## src/rtl/shift_pkg.sv

```systemverilog
// rtl/shift_pkg.sv - shared constants, field positions, entry type and state encoding
package shift_pkg;

  localparam int DATA_W     = 16;
  localparam int SHAMT_W    = 4;
  localparam int REG_ADDR_W = 2;
  localparam int INSTR_W    = 16;

  localparam logic [3:0] OP_RTYPE  = 4'b0000;
  localparam logic [1:0] FUNCT_SLL = 2'b00;
  localparam logic [1:0] FUNCT_SRA = 2'b01;

  localparam int OPC_HI   = 15;
  localparam int OPC_LO   = 12;
  localparam int RS_HI    = 11;
  localparam int RS_LO    = 10;
  localparam int RT_HI    = 9;
  localparam int RT_LO    = 8;
  localparam int RD_HI    = 7;
  localparam int RD_LO    = 6;
  localparam int SHAMT_HI = 5;
  localparam int SHAMT_LO = 2;
  localparam int FUNCT_HI = 1;
  localparam int FUNCT_LO = 0;

  typedef struct packed {
    logic [DATA_W-1:0]     data;
    logic [SHAMT_W-1:0]    shamt;
    logic [1:0]            funct;
    logic [REG_ADDR_W-1:0] rd;
    logic                  illegal;
  } shift_entry_t;

  typedef enum logic [1:0] {
    ST_EMPTY = 2'd0,
    ST_ONE   = 2'd1,
    ST_FULL  = 2'd2
  } skid_state_t;

endpackage

```

## src/rtl/shift_issue_stage_if.sv

```systemverilog
// rtl/shift_issue_stage_if.sv - issue stage upstream/downstream handshake bundle
interface shift_issue_stage_if
  import shift_pkg::*;
#(
  parameter int CNT_W = 16
);

  logic                  InValid;
  logic                  InReady;
  logic [INSTR_W-1:0]    InInstr;
  logic [DATA_W-1:0]     InRtData;
  logic                  OutValid;
  logic                  OutReady;
  logic [DATA_W-1:0]     Hyrja;
  logic [SHAMT_W-1:0]    Shamt;
  logic [1:0]            Funct;
  logic [REG_ADDR_W-1:0] Rd;
  logic                  Illegal;
  logic [CNT_W-1:0]      IssueCount;

  modport slave (
    input  InValid, InInstr, InRtData, OutReady,
    output InReady, OutValid, Hyrja, Shamt, Funct, Rd, Illegal, IssueCount
  );

  modport master (
    output InValid, InInstr, InRtData, OutReady,
    input  InReady, OutValid, Hyrja, Shamt, Funct, Rd, Illegal, IssueCount
  );

endinterface

```

## src/rtl/shift_skid_buffer.sv

```systemverilog
// rtl/shift_skid_buffer.sv - two-entry skid buffer; ready depends only on registered state
module shift_skid_buffer
  import shift_pkg::*;
#(
  parameter type T = logic [7:0]
) (
  input  logic clk,
  input  logic rst_n,
  input  logic flush_i,
  input  logic in_valid_i,
  output logic in_ready_o,
  input  T     in_data_i,
  output logic out_valid_o,
  input  logic out_ready_i,
  output T     out_data_o
);

  skid_state_t state_q;
  T            out_q;
  T            skid_q;
  logic        accept;
  logic        issue;

  assign in_ready_o  = (state_q != ST_FULL);
  assign out_valid_o = (state_q != ST_EMPTY);
  assign out_data_o  = out_q;

  // A beat presented alongside a flush is dropped; the issue side is unaffected.
  assign accept = in_valid_i && in_ready_o && !flush_i;
  assign issue  = out_valid_o && out_ready_i;

  always_ff @(posedge clk or negedge rst_n) begin
    if (!rst_n) begin
      state_q <= ST_EMPTY;
      out_q   <= '0;
      skid_q  <= '0;
    end else if (flush_i) begin
      state_q <= ST_EMPTY;
    end else begin
      case (state_q)
        ST_EMPTY: begin
          if (accept) begin
            out_q   <= in_data_i;
            state_q <= ST_ONE;
          end
        end
        ST_ONE: begin
          if (accept && !issue) begin
            skid_q  <= in_data_i;
            state_q <= ST_FULL;
          end else if (accept) begin
            out_q <= in_data_i;
          end else if (issue) begin
            state_q <= ST_EMPTY;
          end
        end
        ST_FULL: begin
          if (issue) begin
            out_q   <= skid_q;
            state_q <= ST_ONE;
          end
        end
        default: state_q <= ST_EMPTY;
      endcase
    end
  end

endmodule

```

## src/rtl/shift_issue_stage.sv

```systemverilog
// rtl/shift_issue_stage.sv - decodes shift instructions, buffers them and counts legal issues
module shift_issue_stage
  import shift_pkg::*;
#(
  parameter int CNT_W = 16
) (
  input  logic                Clock,
  input  logic                Reset_n,
  input  logic                Flush,
  shift_issue_stage_if.slave  bus
);

  shift_entry_t     in_entry;
  shift_entry_t     out_entry;
  logic [CNT_W-1:0] cnt_q;
  logic [CNT_W-1:0] cnt_d;
  logic             issue;

  // Illegal beats still flow through with their raw fields intact.
  always_comb begin
    in_entry.data    = bus.InRtData;
    in_entry.shamt   = bus.InInstr[SHAMT_HI:SHAMT_LO];
    in_entry.funct   = bus.InInstr[FUNCT_HI:FUNCT_LO];
    in_entry.rd      = bus.InInstr[RD_HI:RD_LO];
    in_entry.illegal = (bus.InInstr[OPC_HI:OPC_LO] != OP_RTYPE) || bus.InInstr[FUNCT_HI];
  end

  shift_skid_buffer #(
    .T (shift_entry_t)
  ) u_skid (
    .clk         (Clock),
    .rst_n       (Reset_n),
    .flush_i     (Flush),
    .in_valid_i  (bus.InValid),
    .in_ready_o  (bus.InReady),
    .in_data_i   (in_entry),
    .out_valid_o (bus.OutValid),
    .out_ready_i (bus.OutReady),
    .out_data_o  (out_entry)
  );

  assign issue = bus.OutValid && bus.OutReady;

  always_comb begin
    cnt_d = cnt_q;
    if (issue && !out_entry.illegal && (cnt_q != {CNT_W{1'b1}})) begin
      cnt_d = cnt_q + CNT_W'(1);
    end
  end

  always_ff @(posedge Clock or negedge Reset_n) begin
    if (!Reset_n) begin
      cnt_q <= '0;
    end else begin
      cnt_q <= cnt_d;
    end
  end

  assign bus.Hyrja      = out_entry.data;
  assign bus.Shamt      = out_entry.shamt;
  assign bus.Funct      = out_entry.funct;
  assign bus.Rd         = out_entry.rd;
  assign bus.Illegal    = out_entry.illegal;
  assign bus.IssueCount = cnt_q;

endmodule

```

## src/flat_wrapper.sv

```systemverilog
// flat-port wrapper written by rule: the top's interface ports become plain ports
module shift_issue_stage_flat import shift_pkg::*;
#(
  parameter int CNT_W = 16
)
  (Clock, Reset_n, Flush, bus_InValid, bus_InInstr, bus_InRtData, bus_OutReady, bus_InReady, bus_OutValid, bus_Hyrja, bus_Shamt, bus_Funct, bus_Rd, bus_Illegal, bus_IssueCount);
  shift_issue_stage_if #(.CNT_W(CNT_W)) bus_i ();
  input  logic Clock;
  input  logic Reset_n;
  input  logic Flush;
  input wire logic [$bits(bus_i.InValid)-1:0] bus_InValid;
  input wire logic [$bits(bus_i.InInstr)-1:0] bus_InInstr;
  input wire logic [$bits(bus_i.InRtData)-1:0] bus_InRtData;
  input wire logic [$bits(bus_i.OutReady)-1:0] bus_OutReady;
  output wire logic [$bits(bus_i.InReady)-1:0] bus_InReady;
  output wire logic [$bits(bus_i.OutValid)-1:0] bus_OutValid;
  output wire logic [$bits(bus_i.Hyrja)-1:0] bus_Hyrja;
  output wire logic [$bits(bus_i.Shamt)-1:0] bus_Shamt;
  output wire logic [$bits(bus_i.Funct)-1:0] bus_Funct;
  output wire logic [$bits(bus_i.Rd)-1:0] bus_Rd;
  output wire logic [$bits(bus_i.Illegal)-1:0] bus_Illegal;
  output wire logic [$bits(bus_i.IssueCount)-1:0] bus_IssueCount;
  assign bus_i.InValid = bus_InValid;
  assign bus_i.InInstr = bus_InInstr;
  assign bus_i.InRtData = bus_InRtData;
  assign bus_i.OutReady = bus_OutReady;
  assign bus_InReady = bus_i.InReady;
  assign bus_OutValid = bus_i.OutValid;
  assign bus_Hyrja = bus_i.Hyrja;
  assign bus_Shamt = bus_i.Shamt;
  assign bus_Funct = bus_i.Funct;
  assign bus_Rd = bus_i.Rd;
  assign bus_Illegal = bus_i.Illegal;
  assign bus_IssueCount = bus_i.IssueCount;
  shift_issue_stage #(.CNT_W(CNT_W)) u_core (.Clock(Clock), .Reset_n(Reset_n), .Flush(Flush), .bus(bus_i));
endmodule
```

## config.mk

```make
export PLATFORM = sky130hd
export DESIGN_NAME = shift_issue_stage_flat
export DESIGN_NICKNAME = d
export VERILOG_FILES = /design/src/rtl/shift_pkg.sv /design/src/rtl/shift_issue_stage_if.sv /design/src/rtl/shift_skid_buffer.sv /design/src/rtl/shift_issue_stage.sv /design/src/flat_wrapper.sv
export SDC_FILE = /design/constraint.sdc
export NUM_CORES = 1
export LEC_CHECK = 0
export CAP_MARGIN = 25
export CELL_PAD_IN_SITES_DETAIL_PLACEMENT = 1
export CELL_PAD_IN_SITES_GLOBAL_PLACEMENT = 2
export CORE_ASPECT_RATIO = 1.75
export CORE_MARGIN = 8
export CORE_UTILIZATION = 33
export CTS_CLUSTER_SIZE = 20
export DETAILED_ROUTE_END_ITERATION = 6
export GPL_ROUTABILITY_DRIVEN = 0
export GPL_TIMING_DRIVEN = 0
export PLACE_DENSITY = 0.76
export RECOVER_POWER = 50
export SLEW_MARGIN = 0
export SYNTH_ARGS = -nofsm -noshare
export SYNTH_HDL_FRONTEND = slang
export SYNTH_HIERARCHICAL = 1
export SYNTH_SLANG_ARGS = --single-unit
```

## constraint.sdc

```tcl
create_clock -name Clock -period 2.45 [get_ports Clock]
set_input_delay 0.245 -clock Clock [delete_from_list [all_inputs] [get_ports Clock]]
set_output_delay 0.245 -clock Clock [all_outputs]
set_load 0.01 [all_outputs]
```

==> Flow_metrics.wiki <==
{| class="wikitable"
! Metric !! Value
|-
| Outcome || finished with violations
|-
| Violated checks || max-capacitance violations, max-slew violations
|-
| Slowest Stage Delay on Critical Path || 0.74 ns
|-
| Flop and latch count out of synthesis || 68
|-
| Largest net degree at the start of global routing || 69
|-
| Critical path class || in2reg
|-
| Share of cells above drive strength 1 || 35.5%
|-
| Latest clock arrival within the worst-skew pair || 0.33 ns
|-
| Crit path arrival time || 2.28 ns
|-
| Setup repair after global routing missed its margin || false
|-
| Wire length of the first global-routing pass || 12900 µm
|-
| Deepest level of the CTS H-tree || 3
|-
| Die Area || 13200 µm²
|-
| Distinct cells, synth || 35
|-
| Final Hold Fails || 0
|-
| Number of pins exceeding their max-slew limit in the final report || 69
|-
| Num ports || 80
|-
| Actual slew at the worst max-slew pin || 1.67 ns
|-
| Max-capacitance violation count || 1
|-
| Total Routing Usage GR || 12.6%
|-
| Number of buffers added by the clock tree synthesis step || 9
|-
| Worst path slowest cell || sky130_fd_sc_hd__nor4_1
|-
| First-pass DRT Iterations || 4
|-
| Fraction of the yosys area taken by sequential cells || 53.3%
|-
| Remaining Overflow, GRT || 0
|-
| Number of buffers inserted by port buffering || 75
|-
| Vias in the first global route || 2498
|-
| Highest clock rate || 485 MHz
|-
| Clock root buffer master || sky130_fd_sc_hd__clkbuf_16
|-
| Worst hold slack || 0.336 ns
|-
| Headroom to the max-slew limit || -11.2%
|-
| CTS Buffer Depth || 2
|-
| Min cycle time layout || 2.06 ns
|-
| Initial Util || 33.7%
|-
| Final HPWL DP || 5640 µm
|-
| Dominant delay contributor by cell family on the critical path || simple AND/OR/NAND/NOR gates
|-
| Final Net Count || 346
|-
| Count of vias placed by the detailed router || 2114
|-
| Die boundary width || 90.3 µm
|-
| Grt met2 use || 22.9%
|-
| Total wire length || 7660 µm
|-
| Cell area power density || 824 nW/µm²
|-
| Clock edge transition at the registers on the reported setup and hold paths || 0.06 ns
|-
| Worst Setup End Kind || flop
|-
| Post-route core utilization || 47.1%
|-
| Clock skew after layout || 0.00388 ns
|-
| Number of antenna-violating nets in the routed design || 0
|-
| Initial antenna violation count || 0
|-
| Per-instance average area after synthesis || 14.4 µm²
|-
| LEAKAGE || 1.90 nW
|-
| Number of fill cells in the layout || 987
|-
| Met1 track demand over resource in global routing || 12.4%
|-
| Setup violations, final || 0
|-
| Row count || 47
|-
| Crit path max fanout || 9
|-
| Std-Cell Core Area || 9470 µm²
|-
| Post-CTS sizing || 0
|-
| Iter 0 DRT Violations || 33
|-
| Critical Path RT || 2.67 ns
|-
| Number of nets in the synthesized netlist || 260
|-
| Post-DP Area || 4090 µm²
|-
| Synthesized cell area || 3190 µm²
|-
| Sequence of cells on the critical path || dlygate4sd3_1, nand3b_2, nor4_1, nand3_1, xnor2_1
|-
| Worst-case vdd ir drop || 0.474 mV
|-
| Wire length per cell || 17.6 µm
|-
| Total number of yosys warnings || 6
|-
| Type of origin of the critical path || input pin
|-
| Via density per instance || 4.86
|-
| Layout overhead on the synthesized area || 39.6%
|-
| Count of inserted antenna diode cells || 0
|-
| Highest-utilization routing layer at the global route stage || met2
|-
| Hold Path Class || in2async
|-
| Number of buffers added to fix hold violations after cts || 0
|-
| Synthesized instance count || 222
|-
| Buffer count from post-CTS setup fixing || 0
|-
| WP buf/inv || 1
|-
| Met3 Usage GRT || 2.52%
|-
| DRC viols || 0
|-
| Period Utilization, post-route || 84.1%
|-
| Post-route design area || 4460 µm²
|-
| TritonCTS clock tree || done
|-
| Chip Height || 146 µm
|-
| Clk sink count || 68
|}
==> synthesized netlist by cell type, drive strengths merged <==
cell	count	share of area (%)
a21oi	3	0.82
buf	7	2.5
dfrtp	68	53
ha	1	0.39
inv	1	0.12
mux2	77	27
nand2	8	0.94
nand2b	1	0.27
nand3	7	1.1
nand3b	2	0.59
nand4	3	1.7
nand4b	2	0.55
nor2	8	1.0
nor2b	2	0.47
nor3	5	0.78
nor3b	2	0.82
nor4	3	1.1
nor4b	2	1.0
o21a	1	0.24
o22a	1	0.27
or2	1	0.20
or3	2	0.59
or4	1	0.24
xnor2	4	1.1
xor2	10	2.7
==> registers in the layout (all words and copies together) (netlist names) <==
signal	count
u_core/bus.IssueCount	16
u_core/u_skid/out_data_o	25
u_core/u_skid/skid_q	25
u_core/u_skid/state_q	2
==> final cells by class <==
| cell class | instances | area [µm²] | area share [%] |
|---|---|---|---|
| clock inverter | 6 | 136 | 3.06 |
| inverter | 1 | 3.75 | 0.0842 |
| clock buffer | 10 | 229 | 5.14 |
| buffer | 7 | 78.8 | 1.77 |
| tap | 122 | 153 | 3.43 |
| multi-input combinational | 146 | 1410 | 31.6 |
| timing repair buffer | 75 | 746 | 16.7 |
| sequential | 68 | 1700 | 38.2 |
==> stage by stage <==
stage / power [mW] / setup slack (ns) / TNS (ns) / std cells
floorplan: 1.78 / 0.668 / 0 / 222
global placement: 2.14 / -1.28 / -86.42 / 419
detailed placement: 2.17 / 0.103 / 0 / 419
CTS: 3.77 / 0.353 / 0 / 435
global route: 3.84 / 0.246 / 0 / 435
finish: 3.67 / 0.389 / 0 / 435
==> routing by layer <==
metal	part of all wire, %	vias to the layer above
met2	57	50
met1	37	1080
met4	3.0	0
li1	-	971
met5	0	-
met3	3.6	13
==> where the power goes <==
group | total, mW | leakage [nW] | internal [mW] | switching [mW]
Combinational | 0.633 | 0.882 | 0.395 | 0.238
Clock | 1.57 | 0.173 | 1.10 | 0.472
Sequential | 1.47 | 0.844 | 1.34 | 0.125
Total | 3.67 | 1.90 | 2.84 | 0.836
==> path summary, 6_finish.rpt <==
check	depth (start not counted)	startpoint	slack [ns]	end
worst min register to register	1	u_core/u_skid/skid_q[6]$_DFFE_PN0P_	0.48	u_core/u_skid/skid_q[6]$_DFFE_PN0P_
max in group asynchronous	1	Reset_n	1.10	u_core/u_skid/skid_q[6]$_DFFE_PN0P_
worst max-delay path	5	bus_OutReady	0.39	u_core/bus.IssueCount[9]$_DFFE_PN0P_
min in group Clock	1	u_core/u_skid/skid_q[6]$_DFFE_PN0P_	0.48	u_core/u_skid/skid_q[6]$_DFFE_PN0P_
worst max register to register	5	u_core/u_skid/state_q[1]$_DFFE_PN0P_	0.41	u_core/bus.IssueCount[9]$_DFFE_PN0P_
worst min-delay path	1	Reset_n	0.34	u_core/bus.IssueCount[9]$_DFFE_PN0P_
==> cells in the final DEF (no fill, tap or decap), drive strengths merged, types with 3 or more instances in the layout <==
cell type,count
nand4,3
xor2,10
nor2,8
buf,7
nor4,3
nand3,7
nand2,8
xnor2,4
clkbuf,11
dlygate4sd3,20
dfrtp,68
mux2,77
clkdlybuf4s50,54
a21oi,3
bufinv,4
nor3,5
==> cell families (layout without fill, tap and decap cells) <==
logic type	Yosys count	count (layout)	synth area share, %
compound gates	5	5	1.33
mux	77	77	27.2
xor+xnor	14	14	3.84
buf+inv	8	99	2.59
flops	68	68	53.3
simple gates	49	49	11.4
fa+ha+maj	1	1	0.392
Power figures use the tool's default switching activity.
